### src/rtl/ps2_pkg.sv
// Shared definitions for the PS/2 host transmitter: FSM encoding, common
// device command bytes and small helpers.
package ps2_pkg;

    typedef enum logic [2:0] {
        IDLE      = 3'd0,
        INHIBIT   = 3'd1,
        REQ       = 3'd2,
        DATA      = 3'd3,
        PARITY    = 3'd4,
        STOP      = 3'd5,
        ACK       = 3'd6,
        WAIT_IDLE = 3'd7
    } state_t;

    localparam logic [7:0] SET_LEDS = 8'hED;
    localparam logic [7:0] ECHO     = 8'hEE;
    localparam logic [7:0] ENABLE   = 8'hF4;
    localparam logic [7:0] RESET    = 8'hFF;

    // PS/2 frames carry odd parity: data bits plus parity hold an odd count of ones.
    function automatic logic odd_parity(input logic [7:0] value);
        return ~^value;
    endfunction

    function automatic int max_int(input int a, input int b);
        return (a > b) ? a : b;
    endfunction

endpackage

### src/rtl/ps2_line_sync.sv
// Two-flop synchroniser for one raw PS/2 line, plus a one-cycle falling-edge
// strobe derived from the synchronised level.
module ps2_line_sync (
    input  logic i_clk,
    input  logic i_rst,
    input  logic line,
    output logic level,
    output logic fall
);

    logic meta_q;
    logic sync_q;
    logic prev_q;

    // Open-drain lines idle high; resetting to 1 avoids a false edge on release.
    always_ff @(posedge i_clk or posedge i_rst) begin
        if (i_rst) begin
            meta_q <= 1'b1;
            sync_q <= 1'b1;
            prev_q <= 1'b1;
        end else begin
            // NOTE: non-blocking assignments make the three flops shift as a chain on one edge.
            meta_q <= line;
            sync_q <= meta_q;
            prev_q <= sync_q;
        end
    end

    assign level = sync_q;
    assign fall  = prev_q & ~sync_q;

endmodule

### src/rtl/ps2_host_tx.sv
// PS/2 host-to-device byte transmitter driving open-drain clock/data enables.
// Define PS2_TX_TIMEOUT_EN to add a device-response watchdog (TIMEOUT_MS).
module ps2_host_tx
    import ps2_pkg::*;
#(
    parameter int CLK_FREQ_HZ  = 50_000_000,
    parameter int INHIBIT_US   = 100,
    parameter int SETUP_CYCLES = 50,
    parameter int TIMEOUT_MS   = 15
) (
    input  logic       i_clk,
    input  logic       i_rst,
    input  logic       i_ps2_clk,
    input  logic       i_ps2_data,
    input  logic [7:0] i_data,
    input  logic       i_valid,
    output logic       o_ready,
    output logic       o_busy,
    output logic       o_ps2_clk_oe,
    output logic       o_ps2_data_oe,
    output logic       o_done,
    output logic       o_error
);

    localparam int INHIBIT_CYCLES = CLK_FREQ_HZ / 1_000_000 * INHIBIT_US;
    localparam int PHASE_MAX      = max_int(INHIBIT_CYCLES, SETUP_CYCLES);
    localparam int PHASE_W        = (PHASE_MAX > 1) ? $clog2(PHASE_MAX) : 1;
    localparam logic [PHASE_W-1:0] INHIBIT_LAST = PHASE_W'(INHIBIT_CYCLES - 1);
    localparam logic [PHASE_W-1:0] SETUP_LAST   = PHASE_W'(SETUP_CYCLES - 1);

    state_t             state_q, state_d;
    logic [PHASE_W-1:0] phase_q, phase_d;
    logic [2:0]         bit_q, bit_d;
    logic [7:0]         shift_q, shift_d;
    logic               parity_q, parity_d;
    logic               data_oe_q, data_oe_d;
    logic               ack_q, ack_d;
    logic               done_pulse;
    logic               error_pulse;
    logic               wd_expired;

    logic ps2_clk_s;
    logic ps2_clk_fall;
    logic ps2_data_s;
    logic data_fall_unused;

    ps2_line_sync u_clk_sync (
        .i_clk (i_clk),
        .i_rst (i_rst),
        .line  (i_ps2_clk),
        .level (ps2_clk_s),
        .fall  (ps2_clk_fall)
    );

    ps2_line_sync u_data_sync (
        .i_clk (i_clk),
        .i_rst (i_rst),
        .line  (i_ps2_data),
        .level (ps2_data_s),
        .fall  (data_fall_unused)
    );

`ifdef PS2_TX_TIMEOUT_EN
    localparam int TIMEOUT_CYCLES = CLK_FREQ_HZ / 1000 * TIMEOUT_MS;
    localparam int WD_W           = (TIMEOUT_CYCLES > 1) ? $clog2(TIMEOUT_CYCLES) : 1;
    localparam logic [WD_W-1:0] WD_LAST = WD_W'(TIMEOUT_CYCLES - 1);

    logic [WD_W-1:0] wd_q;
    logic            wd_active;

    // Armed only while the device owns the clock; each device clock edge restarts it.
    assign wd_active  = state_q inside {DATA, PARITY, STOP, ACK, WAIT_IDLE};
    assign wd_expired = wd_active && (wd_q == WD_LAST);

    always_ff @(posedge i_clk or posedge i_rst) begin
        if (i_rst) begin
            wd_q <= '0;
        end else if (!wd_active || ps2_clk_fall || wd_expired) begin
            wd_q <= '0;
        end else begin
            wd_q <= wd_q + WD_W'(1);
        end
    end
`else
    assign wd_expired = 1'b0;
`endif

    always_ff @(posedge i_clk or posedge i_rst) begin
        if (i_rst) begin
            state_q   <= IDLE;
            phase_q   <= '0;
            bit_q     <= '0;
            shift_q   <= '0;
            parity_q  <= 1'b0;
            data_oe_q <= 1'b0;
            ack_q     <= 1'b0;
        end else begin
            state_q   <= state_d;
            phase_q   <= phase_d;
            bit_q     <= bit_d;
            shift_q   <= shift_d;
            parity_q  <= parity_d;
            data_oe_q <= data_oe_d;
            ack_q     <= ack_d;
        end
    end

    always_comb begin
        // NOTE: every signal written here gets a default first, so no path can infer a latch.
        state_d     = state_q;
        phase_d     = phase_q;
        bit_d       = bit_q;
        shift_d     = shift_q;
        parity_d    = parity_q;
        data_oe_d   = data_oe_q;
        ack_d       = ack_q;
        done_pulse  = 1'b0;
        error_pulse = 1'b0;

        unique case (state_q)
            IDLE: begin
                data_oe_d = 1'b0;
                if (i_valid) begin
                    shift_d  = i_data;
                    parity_d = odd_parity(i_data);
                    phase_d  = '0;
                    bit_d    = '0;
                    state_d  = INHIBIT;
                end
            end
            INHIBIT: begin
                if (phase_q == INHIBIT_LAST) begin
                    phase_d   = '0;
                    data_oe_d = 1'b1;       // start bit goes low together with REQ
                    state_d   = REQ;
                end else begin
                    phase_d = phase_q + PHASE_W'(1);
                end
            end
            REQ: begin
                if (phase_q == SETUP_LAST) begin
                    phase_d = '0;
                    state_d = DATA;
                end else begin
                    phase_d = phase_q + PHASE_W'(1);
                end
            end
            DATA: begin
                if (ps2_clk_fall) begin
                    data_oe_d = ~shift_q[bit_q];
                    bit_d     = bit_q + 3'd1;
                    if (bit_q == 3'd7) begin
                        state_d = PARITY;
                    end
                end
            end
            PARITY: begin
                if (ps2_clk_fall) begin
                    data_oe_d = ~parity_q;
                    state_d   = STOP;
                end
            end
            STOP: begin
                if (ps2_clk_fall) begin
                    data_oe_d = 1'b0;
                    state_d   = ACK;
                end
            end
            ACK: begin
                if (ps2_clk_fall) begin
                    ack_d   = ~ps2_data_s;
                    state_d = WAIT_IDLE;
                end
            end
            WAIT_IDLE: begin
                if (ps2_clk_s && ps2_data_s) begin
                    done_pulse  = ack_q;
                    error_pulse = ~ack_q;
                    state_d     = IDLE;
                end
            end
            default: state_d = IDLE;
        endcase

        // Watchdog expiry overrides any completion in the same cycle.
        if (wd_expired) begin
            state_d     = IDLE;
            data_oe_d   = 1'b0;
            done_pulse  = 1'b0;
            error_pulse = 1'b1;
        end
    end

    assign o_ready       = (state_q == IDLE) && !i_rst;
    assign o_busy        = (state_q != IDLE);
    assign o_ps2_clk_oe  = (state_q == INHIBIT) || (state_q == REQ);
    assign o_ps2_data_oe = data_oe_q;
    assign o_done        = done_pulse;
    assign o_error       = error_pulse;

endmodule
### config.mk
export PLATFORM = sky130hd
export DESIGN_NAME = ps2_host_tx
export DESIGN_NICKNAME = d
export VERILOG_FILES = /design/src/rtl/ps2_pkg.sv /design/src/rtl/ps2_line_sync.sv /design/src/rtl/ps2_host_tx.sv
export SDC_FILE = /design/constraint.sdc
export NUM_CORES = 1
export LEC_CHECK = 0
export ABC_AREA = 1
export CELL_PAD_IN_SITES_DETAIL_PLACEMENT = 2
export CELL_PAD_IN_SITES_GLOBAL_PLACEMENT = 2
export CORE_ASPECT_RATIO = 1.75
export CORE_UTILIZATION = 33
export DETAILED_ROUTE_END_ITERATION = 8
export GPL_TIMING_DRIVEN = 0
export PLACE_DENSITY_LB_ADDON = 0.1
export SLEW_MARGIN = 20
export SYNTH_ARGS = -nofsm -noshare
export SYNTH_HDL_FRONTEND = slang
export SYNTH_SLANG_ARGS = --single-unit
### constraint.sdc
create_clock -name i_clk -period 2.16 [get_ports i_clk]
set_clock_uncertainty 0.1 [all_clocks]
set_input_delay 0.432 -clock i_clk [delete_from_list [all_inputs] [get_ports i_clk]]
set_output_delay 0.432 -clock i_clk [all_outputs]
set_load 0.1 [all_outputs]
==> flow_metrics.tcl, run 1 <==
set metrics [dict create \
    setup_violations 0 \
    r2r-start "state_q[2]$_DFFE_PP0P_" \
    startpoint_type "flop" \
    synth_cells 281 \
    max-slew-margin-rel_pct 36.3 \
    worstMarginPinSlew_ps 959 \
    worstSetupStartpoint "state_q[0]$_DFFE_PP0P_" \
    postSynthAreaPerCell_um2 7.28 \
    area_growth_pct 24.6 \
    via_per_inst 5.03 \
    power_frac_clock_pct 14.5 \
    cts_tree "done" \
    track_usage_pct 21.3 \
    min_period_ps 2120 \
    io_buffer_count 18 \
    grt_pass1_wl_um 10100 \
    power_uw 3230 \
    drc 0 \
    ys_seq_elements 35 \
    wirelength_um 6140 \
    ys_seq_area_share_pct 43.1 \
    outcome "finished clean" \
    crit_cells 6 \
    crit_buf_inv 3 \
    slowest_stage "dfrtp_2" \
    cp_cell_sequence "inv_2 > nand2_1 > nor2_2 > inv_1 > nor2_4 > buf_8" \
    clockBufferDepth 2 \
    multi_input_area_mm2 0.00106 \
    antenna_left 0 \
    p_per_area_mw_per_mm2 1270 \
    grt_max_degree 22 \
    max_stage_delay_ps 450 \
    critPathTopFamily "flip-flops" \
    fin_setup_tns_ps 0 \
    overflow 0 \
    syn_area_mm2 0.00205 \
    fin_crit_sh_pct 98.2 \
    combinationalPowerShare_pct 54.3 \
    final_area_mm2 0.00255 \
    crit_required_ps 1630 \
    critPathArrivalTime_ps 1590 \
    synth_fp_nets 298 \
    cap_violations 0 \
    clk_latency_ps 290 \
    gp_congestion 0.785 \
    synth_cell_type_count 24 \
    final_cell_mix "89 x nand2_1, 33 x nand3_1, 32 x inv_1" \
    cts_hold_buf 0 \
    post_dp_cell_area_mm2 0.00240 \
    hold_violations 0 \
    rrSetupSlack_ps 220 \
    power.internal_uw 1600 \
    seqCellArea_um2 885 \
    cp-end-kind "output pin" \
    ir_worst_vdd_mv 0.725 \
    htree_levels 2 \
    maxSlewViolCount 0 \
    diodes 0 \
    drt_iter0_drc 40 \
    dpl_worst_slack_ps -642 \
    max_freq_mhz 471 \
    nets 329 \
    synth_warnings 0 \
    p_sw_uw 1630 \
    worstReg2RegEnd "phase_q[10]$_DFFE_PP0P_" \
    p_seq_share_pct 31.2 \
    die_h_um 106 \
    grt_pass1_vias 2204 \
    io_pins 19 \
    core_area_mm2 0.00593 \
    vias 1965 \
    rows 37 \
    wl_per_cell_um 15.7 \
    numCtsBuffers 5 \
    cellLeakagePower_uw 0.00119 \
    dp_hpwl_um 4890 \
    clk_pin_slew_ps 70 \
    dr.pass1.iters 3 \
    design.die.area_mm2 0.00653 \
    mostFrequentLayoutCell "nand2_1" \
    cts_sinks 35 \
    critPathMaxFanout 5 \
    fin_ws_ps 38.4 \
    fillers 733 \
    die_x_um 61.5 \
    initial_utilization_pct 34.5 \
    antenna_found_initial 0 \
    worst-setup-path-type "reg2out" \
    switching_share_pct 50.5 \
    min_path_type "reg2reg" \
    cts_root_buffer "clkbuf_8" \
    reg2reg_depth 7 \
    worstSetupEndpoint "o_ready" \
    final_layout_size_suffix_gt1_share_pct 15.3 \
]
==> through the flow <==
step | hold WS, ps | util [%] | std cells
floorplan | 245 | - | 281
global placement | 248 | 40.1 | 377
detailed placement | 251 | 40.5 | 378
CTS | 260 | 42.2 | 386
global route | 263 | 43.1 | 391
finish | 258 | 43.1 | 391
==> per-layer routing <==
layer,part of all wire (%),track usage [%],vias to the layer above
li1,-,-,960
met1,32,18.9,971
met2,64,43.5,21
met3,1.6,2.68,13
met4,2.4,8.10,0
met5,0,0,-
==> cells in the mapped netlist <==
library cell	count	area share (%)
o21ai_1	5	1.2
o211ai_1	2	0.73
nor3_2	3	1.5
a21oi_1	4	0.98
nand2_1	89	16
nand3b_1	1	0.37
nand2_2	2	0.61
nor2_4	2	1.1
ha_1	4	2.4
nor2_2	2	0.61
nor3b_1	1	0.37
dfstp_2	5	6.4
inv_2	5	0.92
xor2_1	3	1.3
nor2_1	23	4.2
buf_2	1	0.24
nand3_1	33	8.1
nor3_1	6	1.5
o21ai_0	12	2.9
inv_1	35	6.4
xnor2_1	5	2.1
nand4_1	7	2.1
nand3_4	1	0.86
dfrtp_1	30	37
==> kinds of logic (layout without fill, tap and decap cells) <==
kind of cell | after synthesis | in the layout | share of synthesized area, %
AND/OR/NAND/NOR | 170 | 170 | 37.6
XOR/XNOR | 8 | 8 | 3.42
buffers and inverters | 41 | 73 | 7.58
AO/OA/AOI/OAI | 23 | 23 | 5.87
adder cells (fa/ha/maj) | 4 | 4 | 2.45
flip-flops | 35 | 35 | 43.1
==> how the worst min path moves through the flow <==
stage | slack, ps | startpoint | endpoint | cells past startpoint
after floorplan | 250 | u_clk_sync.meta_q$_DFF_PP1_ | u_clk_sync.level$_DFF_PP1_ | 0
after global placement | 250 | u_data_sync.meta_q$_DFF_PP1_ | u_data_sync.level$_DFF_PP1_ | 0
after detailed placement | 250 | u_data_sync.meta_q$_DFF_PP1_ | u_data_sync.level$_DFF_PP1_ | 0
after CTS | 260 | u_data_sync.meta_q$_DFF_PP1_ | u_data_sync.level$_DFF_PP1_ | 0
after global routing | 260 | u_data_sync.meta_q$_DFF_PP1_ | u_data_sync.level$_DFF_PP1_ | 0
final | 260 | u_data_sync.meta_q$_DFF_PP1_ | u_data_sync.level$_DFF_PP1_ | 0
==> power by group through the flow <==
stage / registers, uW / clock network [uW] / logic [uW]
4_1_cts: 1020 / 483 / 1700
5_1_grt: 1040 / 508 / 1940
3_5_place_dp: 1030 / 0 / 1680
2_1_floorplan: 1030 / 0 / 1190
6_report: 1010 / 468 / 1760
3_3_place_gp: 1020 / 0 / 1630
==> layout make-up <==
cell class                      count  share of cell area (%)
Tap cell                           78                    3.83
Inverter                           40                    6.03
Buffer                              1                   0.589
Multi-Input combinational cell    205                    41.4
Timing Repair Buffer               24                    10.3
Clock buffer                        8                    3.14
Sequential cell                    35                    34.7
==> sequential cells by signal (all words and copies together), names as in the netlist <==
signal              cells
parity_q                1
u_clk_sync.prev_q       1
u_data_sync.meta_q      1
u_data_sync.level       1
u_clk_sync.level        1
o_ps2_data_oe           1
bit_q                   3
phase_q                13
ack_q                   1
shift_q                 8
state_q                 3
u_clk_sync.meta_q       1
==> timing repair <==
item                       CTS  global route
pin swaps                    0             1
gates resized for setup     40             4
buffers inserted             0             5
setup endpoints to repair    6             3
(Power assumes the default switching activity.)
==> run 2: changes to the inputs <==
--- a/config.mk
+++ b/config.mk
@@ -9,6 +9,7 @@
 export CELL_PAD_IN_SITES_DETAIL_PLACEMENT = 2
 export CELL_PAD_IN_SITES_GLOBAL_PLACEMENT = 2
 export CORE_ASPECT_RATIO = 1.75
+export CORE_MARGIN = 8
 export CORE_UTILIZATION = 33
 export DETAILED_ROUTE_END_ITERATION = 8
 export GPL_TIMING_DRIVEN = 0
==> flow_metrics.tcl, run 2 (synthesis results as in run 1) <==
set metrics [dict create \
    wirelength_um 6290 \
    final_layout_size_suffix_gt1_share_pct 15.9 \
    worstSetupStartpoint "state_q[0]$_DFFE_PP0P_" \
    critPathArrivalTime_ps 1570 \
    drt_iter0_drc 59 \
    largest_reg_flops 13 \
    rrSetupSlack_ps 220 \
    nets 330 \
    gp_congestion 0.784 \
    fin_util_pct 42.1 \
    hold_violations 0 \
    design.die.area_mm2 0.00908 \
    worstReg2RegEnd "phase_q[12]$_DFFE_PP0P_" \
    wl_per_cell_um 16.0 \
    track_usage_pct 15.3 \
    htree_levels 2 \
    ir_worst_vdd_mv 0.617 \
    crit_required_ps 1630 \
    max-slew-margin-rel_pct 36.2 \
    fin_ws_ps 57.9 \
    die_x_um 75.5 \
    critPathMaxFanout 5 \
    cap_violations 0 \
    dp_hpwl_um 4990 \
    io_buffer_count 18 \
    rows 38 \
    cellLeakagePower_uw 0.00120 \
    grt_pass1_vias 2258 \
    overflow 0 \
    cts_root_buffer "clkbuf_8" \
    dr.pass1.iters 3 \
    cts_hold_buf 0 \
    max_freq_mhz 476 \
    startpoint_type "flop" \
    reg_top3 "phase_q x13, shift_q x8" \
    min_period_ps 2100 \
    setup_violations 0 \
    fillers 757 \
    mostFrequentLayoutCell "nand2_1" \
    outcome "finished clean" \
    numCtsBuffers 5 \
    cp-end-kind "output pin" \
    fin_crit_sh_pct 97.3 \
    worstSetupEndpoint "o_ready" \
    antenna_found_initial 0 \
    seqCellArea_um2 885 \
    diodes 0 \
    r2r-start "state_q[2]$_DFFE_PP0P_" \
    clk_latency_ps 300 \
    die_h_um 120 \
    area_growth_pct 25.2 \
    final_cell_mix "89 x nand2_1, 33 x nand3_1, 31 x inv_1" \
    multi_input_area_mm2 0.00106 \
    worstMarginPinSlew_ps 961 \
    dpl_worst_slack_ps -610 \
    drc 0 \
    registers.top_by_ff_count "phase_q" \
    p_per_area_mw_per_mm2 1270 \
    cts_sinks 35 \
    io_pins 19 \
    core_area_mm2 0.00609 \
    reg2reg_depth 7 \
    initial_utilization_pct 33.6 \
    worst-setup-path-type "reg2out" \
    via_per_inst 5.00 \
    clk_pin_slew_ps 70 \
    maxSlewViolCount 0 \
    grt_pass1_wl_um 10500 \
    cts_tree "done" \
    rsz0062_at_grt "yes" \
    min_path_type "reg2reg" \
    grt_max_degree 25 \
    clockBufferDepth 2 \
    antenna_left 0 \
    vias 1970 \
]
[run 2: what timing repair did]
| action | in CTS | in global routing |
|---|---|---|
| hold endpoints to repair | 0 | 0 |
| setup endpoints to repair | 6 | 3 |
| buffers inserted | 0 | 6 |
| resized for setup | 39 | 7 |
| pin swaps | 0 | 1 |
[run 2: worst max-delay path: stages (launching register included)]
cell     delay [ps]
dfrtp_2         470
inv_2           110
nand2_1          90
nor2_1          190
inv_2           110
nor2_4          100
buf_8           200
[run 2: area by class of cell]
cell class                 count  share of cell area [%]
inverter                      40                    6.01
buffer                         1                   0.586
multi-input combinational    205                    41.5
timing repair buffer          25                    10.3
tap                           80                    3.91
clock buffer                   7                    2.98
sequential                    35                    34.5
clock inverter                 1                   0.195
[run 2: per-stage QoR]
stage / instance area [um2] / cells / power, uW / TNS, ps / hold slack (ps)
3_3_place_gp: 2380 / 379 / 2650 / -7680 / 247
3_5_place_dp: 2400 / 380 / 2700 / -2570 / 248
4_1_cts: 2490 / 388 / 3210 / -14.7 / 259
5_1_grt: 2560 / 394 / 3530 / -45.2 / 263
2_1_floorplan: 2100 / 281 / 2220 / -210 / 245
6_report: 2560 / 394 / 3260 / 0 / 258
[run 2: per-layer routing]
layer,track usage (%),routed length (um)
met2,31.6,4000
met1,12.4,2040
met3,2.99,101
met4,7.02,145
met5,0,0
[run 2: power breakdown]
group	internal (uW)	leakage (uW)	switching [uW]
clock	227	0.0000422	249
sequential	843	0.000444	179
combinational	538	0.000718	1230
[run 2: worst min-delay path by stage]
stage	end	depth (start not counted)	start	slack (ps)
after CTS	u_data_sync.level$_DFF_PP1_	0	u_data_sync.meta_q$_DFF_PP1_	260
final	u_data_sync.level$_DFF_PP1_	0	u_data_sync.meta_q$_DFF_PP1_	260
after global placement	u_data_sync.level$_DFF_PP1_	0	u_data_sync.meta_q$_DFF_PP1_	250
after detailed placement	u_data_sync.level$_DFF_PP1_	0	u_data_sync.meta_q$_DFF_PP1_	250
after global routing	u_data_sync.level$_DFF_PP1_	0	u_data_sync.meta_q$_DFF_PP1_	260
after floorplan	u_clk_sync.level$_DFF_PP1_	0	u_clk_sync.meta_q$_DFF_PP1_	250
==> run 3: changes to the inputs <==
--- a/config.mk
+++ b/config.mk
@@ -8,7 +8,7 @@
 export ABC_AREA = 1
 export CELL_PAD_IN_SITES_DETAIL_PLACEMENT = 2
 export CELL_PAD_IN_SITES_GLOBAL_PLACEMENT = 2
-export CORE_ASPECT_RATIO = 1.75
+export CORE_ASPECT_RATIO = 0.7
 export CORE_MARGIN = 8
 export CORE_UTILIZATION = 33
 export DETAILED_ROUTE_END_ITERATION = 8
==> flow_metrics.tcl, run 3 (synthesis results as in run 1) <==
set metrics [dict create \
    die_h_um 81.9 \
    min_path_type "reg2reg" \
    diodes 0 \
    critPathArrivalTime_ps 1580 \
    grt_pass1_wl_um 10500 \
    cts_root_buffer "clkbuf_8" \
    final_layout_size_suffix_gt1_share_pct 17.1 \
    fin_crit_sh_pct 97.7 \
    grt.busiest_layer "met2" \
    largest_reg_flops 13 \
    antenna_left 0 \
    hold_violations 0 \
    reg2reg_depth 7 \
    overflow 0 \
    critPathMaxFanout 7 \
    worst-setup-path-type "reg2out" \
    cellLeakagePower_uw 0.00121 \
    fin_hold_ws_ps 258 \
    multi_input_area_mm2 0.00107 \
    cts_tree "done" \
    startpoint_type "flop" \
    gp_congestion 0.758 \
    registers.top_by_ff_count "phase_q" \
    seqCellArea_um2 885 \
    wl_per_cell_um 15.9 \
    grt_pass1_vias 2068 \
    worstMarginPinSlew_ps 956 \
    crit_required_ps 1630 \
    dp_hpwl_um 4780 \
    io_pins 19 \
    max-slew-margin-rel_pct 36.5 \
    p_per_area_mw_per_mm2 1280 \
    met3_usage_pct 2.90 \
    maxSlewViolCount 0 \
    setup_violations 0 \
    dr.pass1.iters 4 \
    met2_usage_pct 22.1 \
    use_met1_pct 21.4 \
    power_uw 3310 \
    initial_utilization_pct 33.4 \
    cap_violations 0 \
    io_buffer_count 18 \
    area_growth_pct 26.2 \
    cp-end-kind "output pin" \
    outcome "finished clean" \
    clk_pin_slew_ps 80 \
    min_path_cells 0 \
    track_usage_pct 14.9 \
    cts_sinks 35 \
    cts_hold_buf 0 \
    drt_iter0_drc 42 \
    max_freq_mhz 474 \
    numCtsBuffers 5 \
    die_x_um 110 \
    drc 0 \
    fillers 754 \
    core_area_mm2 0.00613 \
    clockBufferDepth 2 \
    wirelength_um 6270 \
    clk_latency_ps 290 \
    via_per_inst 4.89 \
    min_period_ps 2110 \
    nets 332 \
    antenna_found_initial 0 \
    mostFrequentLayoutCell "nand2_1" \
    final_cell_mix "89 x nand2_1, 33 x nand3_1, 31 x inv_1" \
    dpl_worst_slack_ps -654 \
    fin_ws_ps 49.6 \
    grt_max_degree 27 \
    ir_worst_vdd_mv 0.702 \
    rows 24 \
    reg_top3 "phase_q x13, shift_q x8" \
    htree_levels 2 \
    vias 1927 \
    design.die.area_mm2 0.00902 \
]
-- run 3: cell count changes in the layout (fill, tap and decap cells not counted) --
cell    delta
buf_2      +1
nor2_1     -2
nor2_2     +1
buf_4      +1
nor2_4     +1
-- run 3: critical path, cell delays in order, from the launching register on --
cell and delay [ps]:
dfrtp_2 470, buf_4 140, nor2_2 60, nor3_4 160, buf_2 450
-- run 3: cell type report --
type,count,area share [%]
multi-input combinational,205,41.6
clock inverter,1,0.194
inverter,40,5.96
buffer,1,0.581
timing repair buffer,27,10.7
tap,78,3.78
clock buffer,7,2.96
sequential,35,34.3
-- run 3: final timing paths --
path	startpoint	to	slack [ps]
worst min-delay path	u_clk_sync.meta_q$_DFF_PP1_	u_clk_sync.level$_DFF_PP1_	260
min in group asynchronous	i_rst	phase_q[1]$_DFFE_PP0P_	380
worst max register to register	state_q[2]$_DFFE_PP0P_	phase_q[1]$_DFFE_PP0P_	150
worst max-delay path	state_q[1]$_DFFE_PP0P_	o_ps2_clk_oe	50
worst min register to register	u_clk_sync.meta_q$_DFF_PP1_	u_clk_sync.level$_DFF_PP1_	260
max in group asynchronous	i_rst	u_data_sync.meta_q$_DFF_PP1_	1070
-- run 3: report_power, final --
group	leakage (uW)	switching (uW)	total [uW]	internal, uW
combinational	0.000725	1260	1810	558
clock	0.0000422	246	473	227
sequential	0.000444	179	1020	843
-- run 3: layer usage --
| metal | part of all wire (%) | vias up |
|---|---|---|
| met5 | 0 | - |
| met2 | 43 | 28 |
| li1 | - | 966 |
| met3 | 2.5 | 6 |
| met1 | 54 | 927 |
| met4 | 1.1 | 0 |
-- run 3: metrics by stage --
step           area [um2]  utilization, %  TNS, ps  instances
3_5_place_dp         2390            39.1    -2790        378
2_1_floorplan        2100               -     -210        281
5_1_grt              2580            42.2    -7.91        394
3_3_place_gp         2370            38.7    -8100        377
4_1_cts              2510            40.9     -107        387
6_report             2580            42.2        0        394
-- run 3: timing repair --
action,CTS,global route
pin swaps,0,1
setup buffers,1,7
gates resized for setup,38,10
endpoints found under the setup margin,6,4
